[src/rtl/store_buffer.sv]
// store_buffer: word-wide store queue sitting in front of a single-port,
// byte-addressed data memory. Stores are accepted in one cycle and drained to
// memory whenever no load needs the shared port.
//
// Optional feature macro: STORE_BUFFER_FWD_EN
//   defined   - loads that hit a buffered address get the youngest match
//               forwarded; ld_stall is tied low.
//   undefined - no forwarding; a load that matches any buffered entry stalls
//               while draining proceeds, then reads memory.
module store_buffer #(
    parameter int DEPTH = 4,
    parameter int AW    = 32,
    parameter int DW    = 32
) (
    input  logic          clk,
    input  logic          rst,
    input  logic          st_valid,
    input  logic [AW-1:0] st_addr,
    input  logic [DW-1:0] st_data,
    output logic          st_ready,
    input  logic          ld_req,
    input  logic [AW-1:0] ld_addr,
    output logic [DW-1:0] ld_data,
    output logic          ld_stall,
    output logic [AW-1:0] mem_address,
    output logic [DW-1:0] mem_wd,
    output logic          mem_we,
    input  logic [DW-1:0] mem_rd,
    output logic          empty
);
    localparam int PW = $clog2(DEPTH);

    logic [PW-1:0]   head_q, head_d;
    logic [PW-1:0]   tail_q, tail_d;
    logic [PW:0]     count_q, count_d;
    logic [AW-1:0]   entry_addr_q [DEPTH];
    logic [DW-1:0]   entry_data_q [DEPTH];

    logic            push;
    logic            pop;
    logic            ld_hit;
    logic            ld_grant;
    logic [DEPTH-1:0] age_match;

    // age_match[k] flags the k-th oldest valid entry whose address equals ld_addr
    for (genvar gi = 0; gi < DEPTH; gi++) begin : g_age
        logic [PW-1:0] slot;
        assign slot          = head_q + PW'(gi);
        assign age_match[gi] = ((PW+1)'(gi) < count_q) && (entry_addr_q[slot] == ld_addr);
    end

    assign ld_hit = |age_match;

`ifdef STORE_BUFFER_FWD_EN
    logic [DW-1:0] fwd_data;

    // scan oldest to youngest so the youngest matching entry overrides older ones
    always_comb begin
        fwd_data = '0;
        for (int k = 0; k < DEPTH; k++) begin
            if (age_match[k]) begin
                fwd_data = entry_data_q[head_q + PW'(k)];
            end
        end
    end
`endif

    // load result, stall, and port arbitration (load has priority over draining)
    always_comb begin
`ifdef STORE_BUFFER_FWD_EN
        ld_stall = 1'b0;
        ld_data  = ld_hit ? fwd_data : mem_rd;
`else
        ld_stall = ld_req && ld_hit;
        ld_data  = mem_rd;
`endif
        ld_grant    = ld_req && !ld_stall;
        mem_we      = !ld_grant && (count_q != '0);
        mem_address = ld_grant ? ld_addr : entry_addr_q[head_q];
        mem_wd      = entry_data_q[head_q];
    end

    // pointer and occupancy next-state; readiness ignores a same-cycle pop
    always_comb begin
        st_ready = (count_q != (PW+1)'(DEPTH));
        empty    = (count_q == '0);
        push     = st_valid && st_ready;
        pop      = mem_we;
        head_d   = pop  ? head_q + 1'b1 : head_q;
        tail_d   = push ? tail_q + 1'b1 : tail_q;
        count_d  = count_q + (PW+1)'(push) - (PW+1)'(pop);
    end

    // pointer/count registers; reset discards every buffered store at once
    always_ff @(posedge clk or negedge rst) begin
        if (!rst) begin
            head_q  <= '0;
            tail_q  <= '0;
            count_q <= '0;
        end else begin
            head_q  <= head_d;
            tail_q  <= tail_d;
            count_q <= count_d;
        end
    end

    // entry storage written at the tail; contents need no reset since count gates validity
    always_ff @(posedge clk) begin
        if (push) begin
            entry_addr_q[tail_q] <= st_addr;
            entry_data_q[tail_q] <= st_data;
        end
    end

endmodule

[config.mk]
export PLATFORM = sky130hd
export DESIGN_NAME = store_buffer
export DESIGN_NICKNAME = d
export VERILOG_FILES = /design/src/rtl/store_buffer.sv
export SDC_FILE = /design/constraint.sdc
export NUM_CORES = 1
export LEC_CHECK = 0
export BUFFER_PORTS_ARGS = -buffer_cell sky130_fd_sc_hd__buf_2
export CAP_MARGIN = 10
export CORE_UTILIZATION = 40
export DETAILED_ROUTE_END_ITERATION = 6
export SKIP_LAST_GASP = 1
export SLEW_MARGIN = 20
export SYNTH_ARGS = -nofsm -noshare
export SYNTH_HDL_FRONTEND = slang
export SYNTH_SLANG_ARGS = --single-unit
[constraint.sdc]
create_clock -name clk -period 3.71 [get_ports clk]
set_clock_uncertainty 0.05 [all_clocks]
set_input_delay 0.1855 -clock clk [delete_from_list [all_inputs] [get_ports clk]]
set_output_delay 0.1855 -clock clk [all_outputs]
set_load 0.02 [all_outputs]
After elaboration in Yosys (flattened, before gate mapping). Memories as Yosys holds them, arrays and structs flattened. Index checks and enable logic that the tools add are counted.

ROM bits: 0. Latch bits: 0. Logic and storage cells: 36. RAM bits: 256. Output and inout port bits: 100. Input bits: 132. Memories: 2. Bits in registers: 7.

Muxes and demuxes: 3. Add/subtract/negate cells: 6. $mul: 0. Equality and inequality tests: 5. Shifts and indexed selects: 0. Reduce and logical (&&, ||, !) cells: 13. Divide/modulo/power cells: 0. Order comparisons: 4. Bitwise gates (word level): 0.

Memory list: entry_addr_q (words 4, bits a word 32, read ports 4, clocked after memory_dff 0, write ports 1, RTL line 36) `logic [AW-1:0] entry_addr_q [DEPTH];`; entry_data_q (words 4, bits a word 32, read ports 1, clocked after memory_dff 0, write ports 1, RTL line 37) `logic [DW-1:0] entry_data_q [DEPTH];`.

Operator list (count): == test 32 bit (4); two-way mux 32 bit (1); logical AND 1 bit (8); < comparator 1 x 3 -> 1 bit, first input constant (2); < comparator 2 x 3 -> 1 bit, first input constant (2); adder 2 x 1 -> 2 bit, second input constant (2); adder 2 bit, second input constant (2); OR reduction 4 bit (1); adder 3 x 1 -> 3 bit (1); logical NOT 3 bit (1); != test 3 bit, second input constant (1); nonzero test 3 bit (1); subtractor 3 x 1 -> 3 bit (1); logical NOT 1 bit (2); two-way mux 1 bit (2).

Depth between registers and ports, before layout. An unclocked memory read counts as a cell.

Depth after elaboration: 11. Gate-level depth with buffers: 17. Depth with buffers taken out: 13.

Least setup slack after synthesis. No wires, ideal clock.

Kind: register to register. From: register head_q[1]. To: register count_q[2]. Path buffers: 4. Path slack: -2 ps. Required time: 3537 ps. Stages on the path, launching flop included: 17. Arrival: 3539 ps. Cells stage by stage: dfrtp_1 -> buf_4 -> buf_2 -> buf_2 -> buf_2 -> mux4_2 -> xnor2_1 -> nand4_1 -> nor4_1 -> nand4_1 -> o311ai_4 -> o31a_1 -> ha_1 -> inv_1 -> ha_1 -> fa_1 -> xnor2_1.

Longest elaborated chain between the ends: 11. Elaborated cells on any way between the ends: 19.

Ends and longest elaborated chain: from (decl) (RTL line 33) `logic [PW-1:0] head_q, head_d;`; from (signal assigned) (RTL line 97) `head_q <= '0;`; from (signal assigned) (RTL line 101) `head_q <= head_d;`; adder 2 x 1 -> 2 bit or adder 2 bit (tied branches) (RTL line 48) `assign slot = head_q + PW'(gi);`; memory read (4 x 32 bit) (*); == test 32 bit (RTL line 49) `assign age_match[gi] = ((PW+1)'(gi) < count_q) && (entry_addr_q[slot] == ld_addr);`; logical AND 1 bit (RTL line 49); OR reduction 4 bit (*) (RTL line 52) `assign ld_hit = |age_match;`; logical AND 1 bit (*) (RTL line 74) `ld_stall = ld_req && ld_hit;`; logical NOT 1 bit (*) (RTL line 77) `ld_grant = ld_req && !ld_stall;`; logical AND 1 bit (*) (RTL line 77); logical NOT 1 bit (*) (RTL line 78) `mem_we = !ld_grant && (count_q != '0);`; logical AND 1 bit (*) (RTL line 78); named net mem_we (RTL line 27) `output logic mem_we,`; subtractor 3 x 1 -> 3 bit (*) (RTL line 91) `count_d = count_q + (PW+1)'(push) - (PW+1)'(pop);`; named net count_d[2] (RTL line 35) `logic [PW:0] count_q, count_d;`; to (signal assigned) (RTL line 103) `count_q <= count_d;`; to (decl) (RTL line 35).

The timed path passes the listed nets; every way through them passes the cells marked *. A chain may end at the register's enable or synchronous reset.

Worst setup path in the final report.
From: register head_q[0]. To: output port mem_address[27].

Longest elaborated chain between the ends: 9. Elaborated cells on any way between the ends: 17.

Ends and longest elaborated chain: adder 2 x 1 -> 2 bit or adder 2 bit (tied branches) (RTL line 48); memory read (4 x 32 bit) (*); == test 32 bit (RTL line 49); logical AND 1 bit (RTL line 49); OR reduction 4 bit (RTL line 52); logical AND 1 bit (RTL line 74); logical NOT 1 bit (RTL line 77); logical AND 1 bit (RTL line 77); two-way mux 32 bit (*) (RTL line 79) `mem_address = ld_grant ? ld_addr : entry_addr_q[head_q];`; to (decl) (RTL line 25) `output logic [AW-1:0] mem_address,`.

Mark *: on every way between the ends. The rest lies on a longest branch, timed or not.

==> reports/metrics.cfg <==
[outcome]
status=complete, but fails checks
violations=design-rule violations, negative setup slack

[setup_path]
arrival_ns=4.10
required_ns=3.47
reg2reg_to=count_q[1]$_DFF_PN0_
path_max_fanout=8
crit_path_end_kind=output port
critical_path_class=reg2out
cp-start-kind=flip-flop
r2r_cells=13
ff2ff_setup_slack_ns=-0.26
critPathLaunch=head_q[0]$_DFFE_PN0P_
reg2reg_from=head_q[0]$_DFFE_PN0P_

[synthesis]
synth_cell_type_count=61
synthesis.nets=1034
synth_area_mm2=0.0146
synth_ff_type=edfxtp_1
synth_seq_cells=263
ys_seq_area_frac=0.537
synth.avg_cell_area_um2=16.4
netlist_instances=893
async_reset_ff_frac=0.0266
yosys_warnings=0
synth_edf_count=256

[timing]
max_slew_margin=0.514
max_freq_ghz=0.231
setup_viol=36
post-route-period-util=1.17
rsz0062_at_grt=yes
timing.setup.tns_ns=-20.03
final_hold_viol_count=0
drv_slew=0
tightest_slew_ns=0.729
final.min_clock_period_ns=4.33
finalWorstSetupSlack_ns=-0.623

[drt]
drc=32
viasPerCell=5.44
drtIter0Drc=643
vias=9050
wire_per_inst_um=22.8
drt_wl_total_um=37900
first_pass_iters=7
ant_nets=0

[power]
ir_worst_vdd_mv=0.421
total_leakage_power_nw=6.91
power_per_cell_area_mw_per_mm2=821

[die]
die_area_mm2=0.0373
io_pins=232
start_util=0.409
core_mm2=0.0357
rows=69
die_x_um=193
die_y_um=193

[clocking]
cts.sinks=263
clkSlewWorstSetupHoldPaths_ns=0.06
clk_latency_ns=0.55
cts_root_buffer=clkbuf_16
htreeDepth=1
cts_buffer_depth=3
tritoncts=yes
numCtsBuffers=28

[cells_and_area]
final_util=0.525
syn_to_final_growth_pct=28.4
multi_input_area_mm2=0.00627
drive_above_1_share=0.440
fillers=2986
layout.nets=1320
area.sequential_mm2=0.00787

[placement]
portBuffers=167
gp_congestion=0.891
hpwlAfterDp_um=27100

[global_route]
grt_max_degree=52
grt_pass1_vias=9361
grt_antenna_before_repair=2
grt_pass1_wl_um=56900
grt_util_all_layers=0.202
overflow=0

[flow_run]
drv_cap=0

[hold_path]
hold_end=tail_q[0]$_DFFE_PN0P_
hold_path_depth=3
hold_path.class=in2reg
hold_start=st_valid

[how the worst max path moves through the flow]
| stage | slack, ns | end | cells after the start |
|---|---|---|---|
| floorplan | 0.002 | count_q[1]$_DFF_PN0_ | 13 |
| global placement | -0.29 | count_q[1]$_DFF_PN0_ | 14 |
| detailed placement | -0.28 | count_q[1]$_DFF_PN0_ | 14 |
| CTS | -0.64 | mem_address[27] | 13 |
| global route | -0.70 | mem_address[28] | 15 |
| finish | -0.62 | mem_address[27] | 13 |
[repair_timing]
action                     in CTS  in global routing
setup buffers                   9                 11
hold buffers                   66                  0
gates cloned                    3                  1
setup endpoints to repair      36                 37
hold endpoints to repair      263                  0
resized for setup              99                 21
pin swaps                      15                  8
[sequential cells by signal (all words and copies together), names as in the netlist]
register	count
head_q	2
tail_q	2
entry_data_q	128
entry_addr_q	128
count_q	3
[cells by family after synthesis]
| kind of cell | count (synthesis) | synth area share |
|---|---|---|
| xor gates and xnor gates | 115 | 0.0689 |
| and+or+nand+nor | 90 | 0.0349 |
| buffers and inverters | 124 | 0.0504 |
| AOI/OAI and AO/OA | 66 | 0.0346 |
| muxes | 226 | 0.266 |
| adders and majority gates | 9 | 0.00821 |
| DFF | 263 | 0.537 |
[cells in the mapped netlist, types with 4 or more instances]
cell	instances	share of area
nand3_1	5	0.0017
mux2_1	10	0.0077
nand4_1	22	0.0094
xnor2_1	88	0.053
buf_1	15	0.0038
nor2b_1	5	0.0021
inv_1	20	0.0051
mux2i_1	63	0.043
o211ai_1	4	0.0021
buf_4	43	0.022
edfxtp_1	256	0.53
ha_1	8	0.0068
nand2_1	14	0.0036
nor4_1	4	0.0017
o21ai_0	7	0.0024
mux2_4	29	0.030
clkbuf_1	20	0.0051
a21oi_1	11	0.0038
and3_1	5	0.0021
dfrtp_1	7	0.012
mux2_2	6	0.0046
mux4_2	116	0.18
o221ai_1	5	0.0030
buf_6	10	0.0077
xor2_1	27	0.016
a2bb2oi_1	4	0.0024
nor2_1	15	0.0038
o2111ai_1	6	0.0036
buf_2	15	0.0051
[layout by cell type (no fill, tap or decap), drive strengths merged, types with 5 or more instances in the layout]
cell | Yosys | final
a21oi | 11 | 11
and3 | 5 | 5
buf | 84 | 293
bufinv | 0 | 5
clkbuf | 20 | 35
clkinv | 0 | 11
dfrtp | 7 | 7
dlygate4sd3 | 0 | 66
edfxtp | 256 | 256
ha | 8 | 8
inv | 20 | 21
mux2 | 45 | 45
mux2i | 65 | 65
mux4 | 116 | 116
nand2 | 14 | 14
nand3 | 5 | 5
nand4 | 22 | 22
nor2 | 15 | 15
nor2b | 5 | 5
o2111ai | 6 | 6
o21ai | 8 | 8
o221ai | 5 | 5
xnor2 | 88 | 88
xor2 | 27 | 27
[routing by layer]
layer  wire, um  part of all wire  vias up  global-route usage
met5         13           0.00034        -                   0
met4        887             0.023        2              0.0596
met3       2750             0.072       56              0.0410
met2      18600              0.49      338               0.342
met1      15600              0.41     4531               0.263
li1           -                 -     4123                   -
[report_power, final]
| group | leakage, nW | internal [mW] | switching, mW |
|---|---|---|---|
| sequential | 2.43 | 3.94 | 0.285 |
| clock | 0.473 | 1.78 | 1.17 |
| combinational | 4.01 | 4.18 | 4.06 |
| total | 6.91 | 9.90 | 5.51 |
[through the flow]
| stage | cell area, um^2 | hold slack [ns] | power [mW] | setup WS [ns] | instances |
|---|---|---|---|---|---|
| finish | 18800 | 0.0569 | 15.4 | -0.623 | 1663 |
| global route | 18800 | 0.0652 | 16.1 | -0.696 | 1662 |
| CTS | 18500 | 0.0332 | 15.3 | -0.638 | 1650 |
| detailed placement | 16400 | -0.00510 | 11.8 | -0.284 | 1520 |
| global placement | 16400 | -0.00710 | 11.8 | -0.293 | 1520 |
| floorplan | 14700 | -0.160 | 9.35 | 0.00184 | 893 |
[worst max-delay path, cell delays in order, from the launching register on]
cell,delay (ns)
dfrtp_4,0.49
buf_12,0.18
mux4_2,0.53
xnor2_1,0.18
buf_4,0.16
nand4_1,0.16
or4_4,0.56
o311ai_4,0.32
buf_6,0.15
nor3_4,0.04
buf_8,0.17
buf_12,0.16
mux2_4,0.30
buf_6,0.13
[layout make-up]
type | instances | share of cell area
clock inverters | 18 | 0.0121
clock buffers | 34 | 0.0396
inverters | 20 | 0.00400
flip-flops and latches | 263 | 0.419
repair buffers | 360 | 0.160
diodes | 1 | 0.000133
well taps | 461 | 0.0307
multi-input cells | 506 | 0.334
Power figures use the tool's default switching activity.
